## config.mk

```make
export PLATFORM = sky130hd
export DESIGN_NAME = dmg_timer
export DESIGN_NICKNAME = d
export VERILOG_FILES = /design/src/rtl/dmg_timer.sv
export SDC_FILE = /design/constraint.sdc
export NUM_CORES = 1
export LEC_CHECK = 0
export BUFFER_PORTS_ARGS = -buffer_cell sky130_fd_sc_hd__buf_2
export CAP_MARGIN = 20
export CORE_MARGIN = 10
export CORE_UTILIZATION = 50
export DETAILED_ROUTE_END_ITERATION = 8
export PLACE_DENSITY = 0.71
export SYNTH_ARGS = -nofsm -noshare
export SYNTH_HDL_FRONTEND = slang
export SYNTH_SLANG_ARGS = --single-unit
export TNS_END_PERCENT = 10
```

## constraint.sdc

```tcl
create_clock -name c -period 2.03 [get_ports c]
set_clock_uncertainty 0.1 [all_clocks]
set_input_delay 0.406 -clock c [delete_from_list [all_inputs] [get_ports c]]
set_output_delay 0.406 -clock c [all_outputs]
set_load 0.02 [all_outputs]
```

## src/rtl/dmg_timer.sv

```systemverilog
// DMG timer/divider: free-running M-cycle divider (DIV) plus the programmable
// TIMA/TMA/TAC counter with its overflow/reload sequencing and interrupt pulse.
module dmg_timer #(
    parameter int unsigned CNT_W     = 14,
    parameter logic [2:0]  TAC_RESET = 3'b000
) (
    input  logic       c,
    input  logic       reset,
    input  logic [1:0] addr,
    input  logic       wr,
    input  logic [7:0] din,
    output logic [7:0] dout,
    output logic       irq
);

    localparam int unsigned DIV_W = 8;

    localparam logic [1:0] A_DIV  = 2'd0;
    localparam logic [1:0] A_TIMA = 2'd1;
    localparam logic [1:0] A_TMA  = 2'd2;
    localparam logic [1:0] A_TAC  = 2'd3;

    typedef enum logic [1:0] {
        ST_RUN    = 2'd0,
        ST_OVF    = 2'd1,
        ST_RELOAD = 2'd2
    } state_t;

    state_t           state;
    state_t           state_nxt;
    logic [CNT_W-1:0] cnt;
    logic [CNT_W-1:0] cnt_nxt;
    logic [7:0]       tima;
    logic [7:0]       tima_nxt;
    logic [7:0]       tma;
    logic [7:0]       tma_nxt;
    logic [2:0]       tac;
    logic [2:0]       tac_nxt;
    logic             sig_q;
    logic             sig_nxt;
    logic             sel_bit;
    logic             fall;
    logic             irq_nxt;

    logic wr_div;
    logic wr_tima;
    logic wr_tma;
    logic wr_tac;

    // Register write decode
    always_comb begin
        wr_div  = wr && (addr == A_DIV);
        wr_tima = wr && (addr == A_TIMA);
        wr_tma  = wr && (addr == A_TMA);
        wr_tac  = wr && (addr == A_TAC);
    end

    // Divider and TAC next values; the timer input is taken from these so that
    // a DIV reset or TAC write that drops the selected bit produces an edge
    always_comb begin
        cnt_nxt = wr_div ? '0 : cnt + CNT_W'(1);
        tac_nxt = wr_tac ? din[2:0] : tac;
    end

    // Timer input select and falling-edge detect
    always_comb begin
        sel_bit = 1'b0;
        case (tac_nxt[1:0])
            2'b00:   sel_bit = cnt_nxt[7];
            2'b01:   sel_bit = cnt_nxt[1];
            2'b10:   sel_bit = cnt_nxt[3];
            2'b11:   sel_bit = cnt_nxt[5];
            default: sel_bit = 1'b0;
        endcase
        sig_nxt = tac_nxt[2] & sel_bit;
        fall    = sig_q & ~sig_nxt;
    end

    // State register
    always_ff @(posedge c) begin
        if (reset) begin
            state <= ST_RUN;
        end else begin
            state <= state_nxt;
        end
    end

    // Next-state logic for the overflow/reload sequence
    always_comb begin
        state_nxt = state;
        case (state)
            ST_RUN: begin
                if (!wr_tima && fall && (tima == 8'hFF)) begin
                    state_nxt = ST_OVF;
                end
            end
            ST_OVF: begin
                state_nxt = wr_tima ? ST_RUN : ST_RELOAD;
            end
            ST_RELOAD: begin
                // A TMA write here lands in TIMA and takes precedence over an increment
                if (!wr_tma && fall && (tima == 8'hFF)) begin
                    state_nxt = ST_OVF;
                end else begin
                    state_nxt = ST_RUN;
                end
            end
            default: state_nxt = ST_RUN;
        endcase
    end

    // Output/datapath next values driven by the current state
    always_comb begin
        tma_nxt  = wr_tma ? din : tma;
        tima_nxt = tima;
        irq_nxt  = 1'b0;
        case (state)
            ST_RUN: begin
                if (wr_tima) begin
                    tima_nxt = din;
                end else if (fall) begin
                    tima_nxt = tima + 8'd1;
                end
            end
            ST_OVF: begin
                // Edges are ignored here; a TIMA write aborts the reload and the interrupt
                if (wr_tima) begin
                    tima_nxt = din;
                end else begin
                    tima_nxt = tma_nxt;
                    irq_nxt  = 1'b1;
                end
            end
            ST_RELOAD: begin
                // TIMA writes are dropped; TMA writes pass through to TIMA
                if (wr_tma) begin
                    tima_nxt = din;
                end else if (fall) begin
                    tima_nxt = tima + 8'd1;
                end
            end
            default: tima_nxt = tima;
        endcase
    end

    // Datapath registers
    always_ff @(posedge c) begin
        if (reset) begin
            cnt   <= '0;
            tima  <= 8'h00;
            tma   <= 8'h00;
            tac   <= TAC_RESET;
            sig_q <= 1'b0;
            irq   <= 1'b0;
        end else begin
            cnt   <= cnt_nxt;
            tima  <= tima_nxt;
            tma   <= tma_nxt;
            tac   <= tac_nxt;
            sig_q <= sig_nxt;
            irq   <= irq_nxt;
        end
    end

    // CPU read mux
    always_comb begin
        dout = 8'h00;
        case (addr)
            A_DIV:   dout = cnt[CNT_W-1 -: DIV_W];
            A_TIMA:  dout = tima;
            A_TMA:   dout = tma;
            A_TAC:   dout = {5'b11111, tac};
            default: dout = 8'h00;
        endcase
    end

endmodule

```

# ---- Word level (Yosys, flattened, before mapping)
# Index checks and enable logic that the tools add are counted.
dict set report word_totals {
  register_bits 37
  in_bits 13
  out_inout_bits 9
  wordCells 55
}
dict set report op_classes {
  add_sub_neg 2
  n_eq_ne 10
  mux 15
  n_bitwise 4
  reduce_logical 16
}
# cell n
set op_table {}
lappend op_table {{2-to-1 mux 8 bit} 6}
lappend op_table {{case mux 8 bit (4 select lines)} 1}
lappend op_table {{case mux 8 bit (3 select lines)} 1}
lappend op_table {{adder 14 x 1 -> 14 bit, second input constant} 1}
lappend op_table {{== test 2 bit, second input constant} 5}
lappend op_table {{adder 8 x 1 -> 8 bit, second input constant} 1}
lappend op_table {{== test 8 bit, second input constant} 1}
lappend op_table {{logical AND 1 bit} 8}
lappend op_table {{== test 2 x 1 -> 1 bit, second input constant} 3}
lappend op_table {{logical NOT 2 bit} 3}
lappend op_table {{case mux 2 bit (3 select lines)} 1}
lappend op_table {{2-to-1 mux 2 bit} 2}
lappend op_table {{case mux 1 bit (4 select lines)} 1}
lappend op_table {{OR reduction 2 bit} 2}
lappend op_table {{2-to-1 mux 3 bit} 1}
lappend op_table {{nonzero test 3 bit} 1}
lappend op_table {{AND 1 bit} 2}
lappend op_table {{logical NOT 1 bit} 2}
lappend op_table {{2-to-1 mux 1 bit} 2}
lappend op_table {{!= test 2 bit, second input constant} 1}
lappend op_table {{NOT 1 bit} 2}

# ---- Depth between registers and ports, before layout
dict set report depth {
  depth_word 12
  ltp_mapped 9
  ltp_nobuf 9
}

# ---- Worst setup path before layout
# No wires, ideal clock.
dict set report synth_path {
  kind {input -> register}
  startpoint {in addr[1]}
  endpoint {reg state[0]}
  setup_ns 0.087
  arrival_time_ns 2.040
  t_required_ns 1.843
  setup_slack_ns -0.197
  cell_stages 8
  path_buffers 1
  path_cell_list {buf_6 > nand3_4 > mux2i_4 > nor3b_1 > o311ai_4 > nand4_1 > or4_1 > o31ai_1}
}
dict set report synth_between {
  elab_chain_cells 12
  word_cells_on_any_way 27
  classes_between {eq/ne: 7; mux: 5; bitwise: 3; reduce/logical: 12}
}
# element line_no
set synth_rtl {}
lappend synth_rtl {{start: declaration} 9} ;# input logic [1:0] addr,
lappend synth_rtl {{== test 2 bit} 55} ;# wr_tac = wr && (addr == A_TAC);
lappend synth_rtl {{logical AND 1 bit} 55}
lappend synth_rtl {{2-to-1 mux 3 bit} 62} ;# tac_nxt = wr_tac ? din[2:0] : tac;
lappend synth_rtl {{== test 2 bit (tied with other cells)} 68} ;# case (tac_nxt[1:0])
lappend synth_rtl {{case mux 1 bit (4 select lines)} 68}
lappend synth_rtl {{AND 1 bit} 75} ;# sig_nxt = tac_nxt[2] & sel_bit;
lappend synth_rtl {{NOT 1 bit} 76} ;# fall = sig_q & ~sig_nxt;
lappend synth_rtl {{AND 1 bit} 76}
lappend synth_rtl {{logical AND 1 bit (2 in series)} 102} ;# if (!wr_tma && fall && (tima == 8'hFF)) begin
lappend synth_rtl {{2-to-1 mux 1 bit} 102}
lappend synth_rtl {{case mux 2 bit (3 select lines)} 91} ;# case (state)
lappend synth_rtl {{end signal: assignment} 84} ;# state <= state_nxt;
lappend synth_rtl {{end: declaration} 29} ;# state_t state;
# Parallel ways exist; a longest one is shown, timed or not.
# A chain may end at the register's enable or synchronous reset.

# ---- Worst setup path after layout
dict set report layout_path {
  startpoint {reg cnt[0]}
  endpoint {reg state[0]}
}
dict set report layout_between {
  elab_chain_cells 10
  word_cells_on_any_way 13
  classes_between {add/sub: 1; eq/ne: 1; mux: 4; bitwise: 3; reduce/logical: 4}
}
# element line_no
set layout_rtl {}
lappend layout_rtl {{start: declaration} 31} ;# logic [CNT_W-1:0] cnt;
lappend layout_rtl {{start signal: assignment} 156} ;# cnt <= cnt_nxt;
lappend layout_rtl {{adder 14 x 1 -> 14 bit *} 61} ;# cnt_nxt = wr_div ? '0 : cnt + CNT_W'(1);
lappend layout_rtl {{2-to-1 mux 8 bit *} 61}
lappend layout_rtl {{case mux 1 bit (4 select lines) *} 68}
lappend layout_rtl {{AND 1 bit *} 75}
lappend layout_rtl {{NOT 1 bit *} 76}
lappend layout_rtl {{AND 1 bit *} 76}
lappend layout_rtl {{logical AND 1 bit (2 in series)} 102}
lappend layout_rtl {{2-to-1 mux 1 bit} 102}
lappend layout_rtl {{case mux 2 bit (3 select lines)} 91}
# Mark *: on every way between the ends. The rest lies on a longest branch, timed or not.

==> flow_summary_export.csv <==
group,metric,value,unit
sta,slew_headroom,70.1,%
grt,overflow,0,
power,finalPower,1.72,mW
floorplanning,start_util,51.7,%
sta,finalCritPeriodShare,113,%
status,violations,"setup timing",
routing,drt-met1-wl,3300,um
critical_path,r2r_slack,-260,ps
synth,avgSynthCellArea,8.14,um^2
placement,dp.cells,423,
routing,post-route-drc-count,0,
finish,post-route-util,67.0,%
sta,final.setup.tns,-1720,ps
synth,syn_nets,320,
sta,period_needed,2290,ps
power,p_leak,1.24,nW
critical_path,critPathLaunchType,"flip-flop",
routing,top_layer,"met4",
finish,finalNonFillerCells,434,
sta,slew_violations,0,
placement,port_buffers,21,
synth,synth-warning-count,0,
floorplanning,die_h,89.9,um
critical_path,rr_endpoint,"state[0]",
synth,synth_area,2440,um^2
sta,setup_slack,-255,ps
finish,fin_nets,386,
critical_path,setup.worst_path.end_class,"flip-flop",
floorplanning,num_rows,25,
routing,dr.pass1.iters,5,
finish,drive_gt1_share,31.1,%
critical_path,required,2150,ps
hold_path,min_path_type,"primary input to flip-flop",
synth,synthFlopType,"dfxtp_1",
power,peakVddDrop,0.000335,V
placement,dp_hpwl,5340,um
synth,yosysSeqAreaShare,30.3,%
routing,via_per_inst,5.84,
critical_path,critPathCapture,"state[0]",
critical_path,worst-endpoint-arrival,2400,ps
synth,synth-edff-count,0,
grt,grt_pass1_wl,11800,um
critical_path,critPathKind,"flip-flop to flip-flop",
synth,netlist_top_cells_count,"nand2_1, dfxtp_1, nor2_1",
cts,cts_num_sinks,37,
routing,route.met2.wl,3280,um
floorplanning,core-area,4720,um^2
hold_path,hold-path-cell-count,3,
synth,yosysUniqueCellTypes,61,
routing,drt-total-wl,7250,um
grt,grt_pass1_vias,2417,
sta,rsz0062_at_grt,"yes",
grt,antenna_found_initial,0,
synth,synth-seq-cells,37,
routing,met3_length,505,um
status,status,"finished, violations left",
critical_path,r2r_cells,8,
critical_path,worstPathMaxFanout,5,
cts,numCtsBuffers,5,
cts,cts_tree,"built",
sta,finalHoldViolations,0,
synth,yosysMostFrequentCell,"nand2_1",
finish,area_growth,29.6,%
power,power_density,544,nW/um^2
grt,grt_max_degree,21,
synth,netlist_instances,300,
floorplanning,dieArea,8080,um^2
routing,wl_per_cell,16.7,um
hold_path,hold_start,"din[5]",
routing,first_iter_violations,222,
cts,htreeDepth,2,
cts,clk_path_buf_depth,2,
flow_run,drv_cap,0,
cts,insertion_delay,300,ps
floorplanning,pin_count,22,
floorplanning,die_w,89.9,um
sta,setup_viol,10,
critical_path,worstSetupStartpoint,"cnt[0]",
routing,vias,2536,
grt,grt_use_total,17.3,%
synth,synth_top_area_share,30.3,%
routing,ant_nets,0,
synth,synthTopCellsByArea,"dfxtp_1, nand2_1, a21oi_1, nor2_1, ha_1",
placement,gp_congestion,0.942,
sta,tightest_slew,436,ps
cts,root_buffer,"clkbuf_8",
cts,path_clk_slew,80,ps
critical_path,r2r_start,"cnt[0]",
synth,synth_top_area_cell,"dfxtp_1",
sta,max_freq,0.438,GHz
finish,n_antenna_cell,0,
synth,async_flop_share,0,%
## routing by layer
metal / vias to the layer above / GRT usage, %
met4: 0 / 4.91
met1: 1177 / 22.2
met3: 21 / 4.16
li1: 1226 / -
met5: - / 0
met2: 112 / 27.9
## sequential cells by signal, summed over array words and instances (netlist names)
name,count
tima,8
cnt,14
tac,3
sig_q,1
state,2
tma,8
irq,1
## power by group
part	switching, mW	internal (mW)	total, mW	leakage (nW)
combinational	0.142	0.119	0.261	0.886
clock	0.291	0.400	0.691	0.0574
sequential	0.0246	0.745	0.770	0.301
total	0.458	1.26	1.72	1.24
## metrics by stage
step	worst slack (ps)	cell area (um^2)	hold slack, ps
floorplan	-197	2440	341
global placement	-350	2920	362
detailed placement	-418	2920	361
CTS	-233	3110	276
global route	-315	3160	287
finish	-255	3160	281
## how the worst min path moves through the flow
stage                   to  slack (ps)
global route        tma[3]         290
global placement    tma[6]         360
floorplan           cnt[0]         340
finish              tma[5]         280
detailed placement  tma[4]         360
CTS                 tma[5]         280
## final cells by class
type	count	area [um^2]
repair buffers	73	495
clock buffers	6	82.6
well taps	67	83.8
multi-input cells	239	1680
clock inverters	2	37.5
flip-flops and latches	37	743
inverters	10	37.5
fillers	405	1560
## critical path, cell delays in order, from the launching register on
cell and delay, ps:
dfxtp_2 340, ha_4 240, or3b_4 390, a21oi_4 190
nor4_4 70, o311ai_4 120, nand4_1 170, or4_1 490
o31ai_1 70
## cells by family after synthesis
kind of cell    count (synthesis)  share of synthesized area (%)
fa+ha+maj                       7                           3.59
mux                            15                           8.46
xor+xnor                       14                           5.02
simple gates                  120                           24.2
flops                          37                           30.3
buf+inv                        24                           4.71
compound gates                 83                           23.6
## what timing repair did
action | in CTS | in global routing
buffers inserted | 3 | 0
resized for setup | 11 | 9
endpoints found under the setup margin | 10 | 11
hold buffers | 0 | 0
pin swaps | 13 | 10
## placed cells by master, fill, tap and decap left out, types with 8 or more instances in the layout
master,count
nand2_1,39
buf_2,21
dfxtp_1,35
a21oi_1,25
buf_4,52
nand3_1,12
inv_1,9
o21ai_0,8
xor2_1,9
nor2_1,29
No activity file was read; power rests on OpenSTA's default activity.
